--- src/rtl/uart_pkg.sv ---
// Shared types and constants for the UART transmit frame engine.
// The BREAK state exists only when UART_TX_BREAK_EN is defined.
package uart_pkg;

  localparam int unsigned MIN_DATA_BITS  = 5;
  localparam int unsigned MAX_FRAME_BITS = 12;

  typedef enum logic [2:0] {
    IDLE,
    START,
    DATA,
    PARITY,
    STOP1,
    STOP2
`ifdef UART_TX_BREAK_EN
    ,
    BREAK
`endif
  } state_e;

  function automatic logic [3:0] clamp_bits(input logic [3:0] req, input int unsigned max_bits);
    if (req < 4'(MIN_DATA_BITS)) return 4'(MIN_DATA_BITS);
    if (32'(req) > max_bits) return 4'(max_bits);
    return req;
  endfunction

  function automatic logic [3:0] frame_len(input logic [3:0] nbits, input logic par_en,
                                           input logic two_stop);
    return 4'd2 + nbits + {3'b000, par_en} + {3'b000, two_stop};
  endfunction

endpackage

--- src/rtl/uart_tx_framer_if.sv ---
// Payload handshake between the TX holding register (master) and the frame engine (slave).
interface uart_tx_framer_if #(
  parameter int unsigned DATA_MAX = 8
);
  logic [DATA_MAX-1:0] tx_data;
  logic                tx_valid;
  logic                tx_ready;

  modport master (output tx_data, output tx_valid, input tx_ready);
  modport slave  (input tx_data, input tx_valid, output tx_ready);
endinterface

--- src/rtl/uart_baud_tick.sv ---
// Bit-time generator: counts 0..div while enabled, pulsing btu on the terminal count.
module uart_baud_tick #(
  parameter int unsigned DIV_W = 16
) (
  input  logic             clk,
  input  logic             rst,
  input  logic             en,
  input  logic [DIV_W-1:0] div,
  output logic             btu
);

  logic [DIV_W-1:0] cnt_q, cnt_d;

  assign btu = en && (cnt_q == div);

  always_comb begin
    cnt_d = '0;
    if (en && !btu) cnt_d = cnt_q + DIV_W'(1);
  end

  always_ff @(posedge clk or posedge rst) begin
    if (rst) cnt_q <= '0;
    else     cnt_q <= cnt_d;
  end

endmodule

--- src/rtl/uart_tx_framer.sv ---
// UART transmit frame engine: 5..DATA_MAX data bits, optional parity, 1/2 stop bits.
// Define UART_TX_BREAK_EN to add the send_break input and line-break generation.
module uart_tx_framer
  import uart_pkg::*;
#(
  parameter int unsigned DATA_MAX = 8,
  parameter int unsigned DIV_W    = 16
) (
  input  logic             clk,
  input  logic             rst,
  input  logic [DIV_W-1:0] baud_div,
  input  logic [3:0]       data_bits,
  input  logic             parity_en,
  input  logic             parity_odd,
  input  logic             two_stop,
`ifdef UART_TX_BREAK_EN
  input  logic             send_break,
`endif
  uart_tx_framer_if.slave  txb,
  output logic             tx,
  output logic             busy,
  output logic             done,
  output logic [3:0]       bit_idx
);

  state_e              state_q, state_d;
  logic [DIV_W-1:0]    div_q, div_d;
  logic [3:0]          nbits_q, nbits_d;
  logic [3:0]          idx_q, idx_d;
  logic [DATA_MAX-1:0] sh_q, sh_d;
  logic                pen_q, pen_d;
  logic                par_q, par_d;
  logic                two_q, two_d;
  logic                tx_q, tx_d;
  logic [3:0]          nb;
  logic                par_new;
  logic                btu;
`ifdef UART_TX_BREAK_EN
  logic [3:0]          len_q, len_d;
`endif

  uart_baud_tick #(.DIV_W(DIV_W)) u_tick (
    .clk (clk),
    .rst (rst),
    .en  (state_q != IDLE),
    .div (div_q),
    .btu (btu)
  );

  always_comb begin
    state_d = state_q;
    div_d   = div_q;
    nbits_d = nbits_q;
    sh_d    = sh_q;
    pen_d   = pen_q;
    par_d   = par_q;
    two_d   = two_q;
    done    = 1'b0;
`ifdef UART_TX_BREAK_EN
    len_d   = len_q;
`endif
    nb      = clamp_bits(data_bits, DATA_MAX);
    par_new = parity_odd;
    for (int unsigned i = 0; i < DATA_MAX; i++) begin
      if (i < 32'(nb)) par_new = par_new ^ txb.tx_data[i];
    end

    case (state_q)
      IDLE: begin
`ifdef UART_TX_BREAK_EN
        // A break reuses STOP1 (forced single stop) as its mark-after-break bit.
        if (send_break) begin
          state_d = BREAK;
          div_d   = baud_div;
          two_d   = 1'b0;
          len_d   = frame_len(nb, parity_en, two_stop);
        end else
`endif
        if (txb.tx_valid) begin
          state_d = START;
          div_d   = baud_div;
          nbits_d = nb;
          sh_d    = txb.tx_data;
          pen_d   = parity_en;
          par_d   = par_new;
          two_d   = two_stop;
        end
      end
      START:  if (btu) state_d = DATA;
      DATA: begin
        if (btu) begin
          sh_d = sh_q >> 1;
          if (idx_q == nbits_q) state_d = pen_q ? PARITY : STOP1;
        end
      end
      PARITY: if (btu) state_d = STOP1;
      STOP1: begin
        if (btu) begin
          if (two_q) begin
            state_d = STOP2;
          end else begin
            state_d = IDLE;
            done    = 1'b1;
          end
        end
      end
      STOP2: begin
        if (btu) begin
          state_d = IDLE;
          done    = 1'b1;
        end
      end
`ifdef UART_TX_BREAK_EN
      BREAK:  if (btu && (idx_q == len_q - 4'd1)) state_d = STOP1;
`endif
      default: state_d = IDLE;
    endcase

    if (state_d == IDLE) idx_d = '0;
    else if (btu)        idx_d = idx_q + 4'd1;
    else                 idx_d = idx_q;

    // tx is registered from the next state so the start bit appears on the accept edge.
    case (state_d)
      START:   tx_d = 1'b0;
      DATA:    tx_d = sh_d[0];
      PARITY:  tx_d = par_d;
`ifdef UART_TX_BREAK_EN
      BREAK:   tx_d = 1'b0;
`endif
      default: tx_d = 1'b1;
    endcase
  end

  always_ff @(posedge clk or posedge rst) begin
    if (rst) begin
      state_q <= IDLE;
      div_q   <= '0;
      nbits_q <= 4'(MIN_DATA_BITS);
      idx_q   <= '0;
      sh_q    <= '0;
      pen_q   <= 1'b0;
      par_q   <= 1'b0;
      two_q   <= 1'b0;
      tx_q    <= 1'b1;
`ifdef UART_TX_BREAK_EN
      len_q   <= '0;
`endif
    end else begin
      state_q <= state_d;
      div_q   <= div_d;
      nbits_q <= nbits_d;
      idx_q   <= idx_d;
      sh_q    <= sh_d;
      pen_q   <= pen_d;
      par_q   <= par_d;
      two_q   <= two_d;
      tx_q    <= tx_d;
`ifdef UART_TX_BREAK_EN
      len_q   <= len_d;
`endif
    end
  end

  assign txb.tx_ready = (state_q == IDLE);
  assign tx           = tx_q;
  assign busy         = (state_q != IDLE);
  assign bit_idx      = idx_q;

endmodule

--- src/flat_wrapper.sv ---
// flat-port wrapper written by rule: the top's interface ports become plain ports
module uart_tx_framer_flat import uart_pkg::*;
#(
  parameter int unsigned DATA_MAX = 8,
  parameter int unsigned DIV_W    = 16
)
  (clk, rst, baud_div, data_bits, parity_en, parity_odd, two_stop, tx, busy, done, bit_idx, txb_tx_data, txb_tx_valid, txb_tx_ready);
  uart_tx_framer_if #(.DATA_MAX(DATA_MAX)) txb_i ();
  input  logic clk;
  input  logic rst;
  input  logic [DIV_W-1:0] baud_div;
  input  logic [3:0] data_bits;
  input  logic parity_en;
  input  logic parity_odd;
  input  logic two_stop;
  output logic tx;
  output logic busy;
  output logic done;
  output logic [3:0] bit_idx;
  input wire logic [$bits(txb_i.tx_data)-1:0] txb_tx_data;
  input wire logic [$bits(txb_i.tx_valid)-1:0] txb_tx_valid;
  output wire logic [$bits(txb_i.tx_ready)-1:0] txb_tx_ready;
  assign txb_i.tx_data = txb_tx_data;
  assign txb_i.tx_valid = txb_tx_valid;
  assign txb_tx_ready = txb_i.tx_ready;
  uart_tx_framer #(.DATA_MAX(DATA_MAX), .DIV_W(DIV_W)) u_core (.clk(clk), .rst(rst), .baud_div(baud_div), .data_bits(data_bits), .parity_en(parity_en), .parity_odd(parity_odd), .two_stop(two_stop), .txb(txb_i), .tx(tx), .busy(busy), .done(done), .bit_idx(bit_idx));
endmodule
--- config.mk ---
export PLATFORM = sky130hd
export DESIGN_NAME = uart_tx_framer_flat
export DESIGN_NICKNAME = d
export VERILOG_FILES = /design/src/rtl/uart_pkg.sv /design/src/rtl/uart_tx_framer_if.sv /design/src/rtl/uart_baud_tick.sv /design/src/rtl/uart_tx_framer.sv /design/src/flat_wrapper.sv
export SDC_FILE = /design/constraint.sdc
export NUM_CORES = 1
export LEC_CHECK = 0
export ABC_AREA = 1
export BUFFER_PORTS_ARGS = -buffer_cell sky130_fd_sc_hd__buf_2
export CORE_UTILIZATION = 55
export CTS_CLUSTER_DIAMETER = 60
export DETAILED_ROUTE_END_ITERATION = 6
export PLACE_DENSITY = 0.82
export SLEW_MARGIN = 30
export SYNTH_ARGS = -nofsm -noshare
export SYNTH_HDL_FRONTEND = slang
export SYNTH_SLANG_ARGS = --single-unit
--- constraint.sdc ---
create_clock -name clk -period 1.9 [get_ports clk]
set_input_delay 0.095 -clock clk [delete_from_list [all_inputs] [get_ports clk]]
set_output_delay 0.095 -clock clk [all_outputs]
set_load 0.02 [all_outputs]
==> run_results.csv <==
group,metric,value,unit
placement,hpwlAfterDp,4820,µm
synth,synth-xor-area-share,4.82,%
setup_path,cp-end-kind,"output pin",
power_and_ir_drop,seqPwrFrac,57.8,%
setup_path,critPathBufInv,2,
cells_and_area,layout.cells.non_filler,556,
placement,place.gp.congestion,0.853,
synth,syn_nets,443,
cells_and_area,stdcell_area,3880,µm²
clock_tree,clk_path_buf_depth,2,
clock_tree,clk_pin_slew,0.10,ns
synth,synth_compound_area_share,7.74,%
sta,drv_slew,0,
global_routing,grt-ovfl-total,0,
power_and_ir_drop,p_comb_share,6.6,%
power_and_ir_drop,swShare,22.4,%
floorplan,die_area,5920,µm²
synth,synth_edf_count,0,
route,drc_errors,0,
cells_and_area,finalNetCount,521,
cells_and_area,diodes,0,
sta,hold_ws,0.00180,ns
power_and_ir_drop,pwr-share-clk,35.6,%
sta,fin_crit,1.92,ns
sta,worstMarginPinSlew,0.510,ns
clock_tree,clk_latency,0.32,ns
power_and_ir_drop,p_int,0.00157,W
setup_path,slowest_stage,"dfrtp_1",
placement,placement.io_buffers,41,
synth,synthAdderAreaFrac,0.811,%
setup_path,path_cells,"inv_2 -> nand2_1 -> nand2_1 -> nor2_1 -> nand2_1 -> nor2_4 -> nand2_4 -> nor2_1 -> buf_4",
route,viasPerCell,4.99,
floorplan,die_w,76.9,µm
synth,ys_seq_elements,55,
setup_path,worstSetupPathType,"register to output pin",
floorplan,coreArea,5270,µm²
global_routing,grt_pass1_wl,11300,µm
floorplan,start_util,58.6,%
synth,postSynthAreaPerCell,7.58,µm²
cells_and_area,n_fill_cell,414,
hold_path,hp-class,"primary input to register",
route,wire_per_inst,12.4,µm
synth,synth_ff_type,"dfrtp_1",
cells_and_area,final_util,73.6,%
synth,synth_top_family_by_area,"simple AND/OR/NAND/NOR gates",
outcome,violations,"negative setup slack",
clock_tree,clockRootBuffer,"clkbuf_8",
sta,hold_violations,0,
global_routing,grt_max_degree,35,
setup_path,crit_path_frequent_cell,"nand2_1",
setup_path,startpoint_type,"register",
clock_tree,htree_levels,2,
setup_path,arrival,1.83,ns
synth,ys_async_sr_fraction,100,%
sta,post-route-period-util,101,%
clock_tree,cts_made_buffers,5,
synth,yosys.area_share.simple,32.7,%
clock_tree,clkSinkCount,55,
global_routing,grt_pass1_vias,2602,
setup_path,crit_fanout,8,
synth,ys_seq_area_share,44.7,%
sta,setup_viol,1,
sta,clock_skew,0.00984,ns
sta,fmax,521,MHz
setup_path,cp.required,1.80,ns
route,firstDrtPassIters,4,
synth,ys.warnings.count,0,
power_and_ir_drop,p_per_area,522,nW/µm²
setup_path,cp_slowest_stage_delay,0.41,ns
cells_and_area,syn2layout_area_growth,25.6,%
synth,synth_mux_area_share,0,%
sta,slew_headroom,65.9,%
synth,synth.cell_area,3090,µm²
placement,dp.cells,521,
route,vias,2773,
floorplan,rows,26,
route,postRouteAntennaNets,0,
floorplan,pin_count,42,
sta,fin_ws,-0.0201,ns
synth,syn-instance-count,407,
sta,rsz0062_at_grt,"yes",
global_routing,grt_use_total,24.3,%
setup_path,cp_top_family,"simple AND/OR/NAND/NOR gates",
route,wirelength,6900,µm
clock_tree,cts_tree,"yes",
synth,synth_cell_types,39,
power_and_ir_drop,power_switching,0.000455,W
cells_and_area,drive_gt1_share,26.1,%
run,max-cap-violations,0,
outcome,status,"finished with violations",
global_routing,antenna_found_initial,0,
route,drt_iter0_drc,168,
power_and_ir_drop,leakage,2.11,nW
floorplan,die_height,76.9,µm
placement,dpl_cell_area,3440,µm²
power_and_ir_drop,ir_worst_vdd,0.000349,V
==> worst min-delay path, cell delays in order <==
cell     delay (ns)
buf_2          0.07
nand2_1        0.04
o21ai_0        0.07
==> path summary, 6_finish.rpt <==
check / startpoint / slack, ns / end / depth (start not counted)
max in group asynchronous: rst / 0.99 / u_core.u_tick.cnt_q[1] / 4
hold / removal: baud_div[3] / 0.002 / u_core.div_q[3] / 3
setup / recovery: u_core.u_tick.cnt_q[4] / -0.02 / done / 9
hold reg to reg: u_core.pen_q / 0.51 / u_core.pen_q / 2
min in group asynchronous: rst / 0.35 / u_core.par_q / 3
setup reg to reg: u_core.u_tick.cnt_q[4] / 0.01 / u_core.tx / 13
==> cell type report <==
type                       instances  area (µm²)  area share (%)
multi-input combinational        278        1510            38.9
inverter                          67         254            6.55
clock inverter                     1        7.51           0.194
sequential                        55        1380            35.7
clock buffer                       7        96.3            2.49
tap                               70        87.6            2.26
timing repair buffer              78         539            13.9
==> cell usage after synthesis (2+ instances only) <==
| library cell | count | area (µm²) |
|---|---|---|
| a22oi_1 | 3 | 22.5 |
| a21oi_1 | 6 | 30.0 |
| inv_1 | 52 | 195 |
| clkbuf_1 | 5 | 18.8 |
| ha_1 | 2 | 25.0 |
| nor3_1 | 10 | 50.1 |
| inv_2 | 11 | 41.3 |
| nor2_4 | 3 | 33.8 |
| nand4_1 | 3 | 18.8 |
| nor2_1 | 29 | 109 |
| nor3_2 | 2 | 20.0 |
| dfrtp_1 | 52 | 1300 |
| dfstp_2 | 3 | 78.8 |
| xor2_1 | 13 | 114 |
| or2_2 | 2 | 12.5 |
| nand3_2 | 2 | 20.0 |
| nand3_1 | 15 | 75.1 |
| xnor2_1 | 4 | 35.0 |
| nand2_2 | 4 | 25.0 |
| nor2_2 | 3 | 18.8 |
| o211ai_1 | 2 | 15.0 |
| o21ai_0 | 28 | 140 |
| nand2_1 | 132 | 495 |
| nor3b_1 | 4 | 30.0 |
| clkinv_1 | 3 | 11.3 |
==> per-layer routing <==
layer,wire length [µm],global-route usage [%],vias to the layer above
met4,140,11.3,0
met2,3260,39.6,63
met5,0,0,-
li1,-,-,1422
met1,3210,31.6,1277
met3,289,4.17,11
==> placed cells by master (no fill, tap or decap), types with 2 or more instances in the layout <==
cell type      count
nand2_1          126
inv_1             51
dfrtp_1           49
buf_2             40
o21ai_0           28
nor2_1            25
buf_4             21
dlygate4sd3_1     15
xor2_1            13
nand3_1           13
inv_2             12
nand2_2           10
nor3_1             9
clkbuf_8           7
a21oi_1            6
nor2_2             5
nor2_4             5
nand3_2            4
xnor2_1            4
clkinv_1           3
nand4_1            3
nor3b_1            3
a22oi_1            3
dfstp_2            3
dfrtp_2            3
nor3_2             2
nor3b_2            2
o211ai_1           2
==> cells by family after synthesis <==
logic type	count (synthesis)
buffers and inverters	74
flip-flops	55
AO/OA/AOI/OAI	43
XOR/XNOR	17
AND/OR/NAND/NOR	216
adder cells (fa/ha/maj)	2
==> metrics by stage <==
stage / total power, W / setup WS (ns) / TNS (ns)
2_1_floorplan: 0.00125 / 0.0177 / 0
3_5_place_dp: 0.00130 / -0.0485 / -0.0671
6_report: 0.00202 / -0.0201 / -0.0201
3_3_place_gp: 0.00130 / -0.0142 / -0.0142
5_1_grt: 0.00210 / -0.163 / -0.920
4_1_cts: 0.00204 / 0.00511 / 0
==> flip-flops by register name, summed over array words and instances (netlist names) <==
register             cells
u_core.div_q            16
u_core.u_tick.cnt_q     16
u_core.sh_q              8
u_core.bit_idx           4
u_core.nbits_q           4
u_core.state_q           3
u_core.par_q             1
u_core.pen_q             1
u_core.two_q             1
u_core.tx                1
==> power by group through the flow <==
stage	Combinational [W]	Sequential (W)	Clock (W)
2_1_floorplan	0.0000551	0.00119	0
3_3_place_gp	0.000107	0.00119	0
3_5_place_dp	0.000111	0.00119	0
4_1_cts	0.000135	0.00117	0.000735
5_1_grt	0.000152	0.00117	0.000775
6_report	0.000134	0.00117	0.000721
==> repair_timing <==
item | CTS | global route
endpoints found under the setup margin | 2 | 29
resized for setup | 2 | 25
hold buffers | 15 | 0
endpoints found under the hold margin | 33 | 0
pin swaps | 0 | 8
buffers inserted | 1 | 11
(Power assumes the default switching activity.)
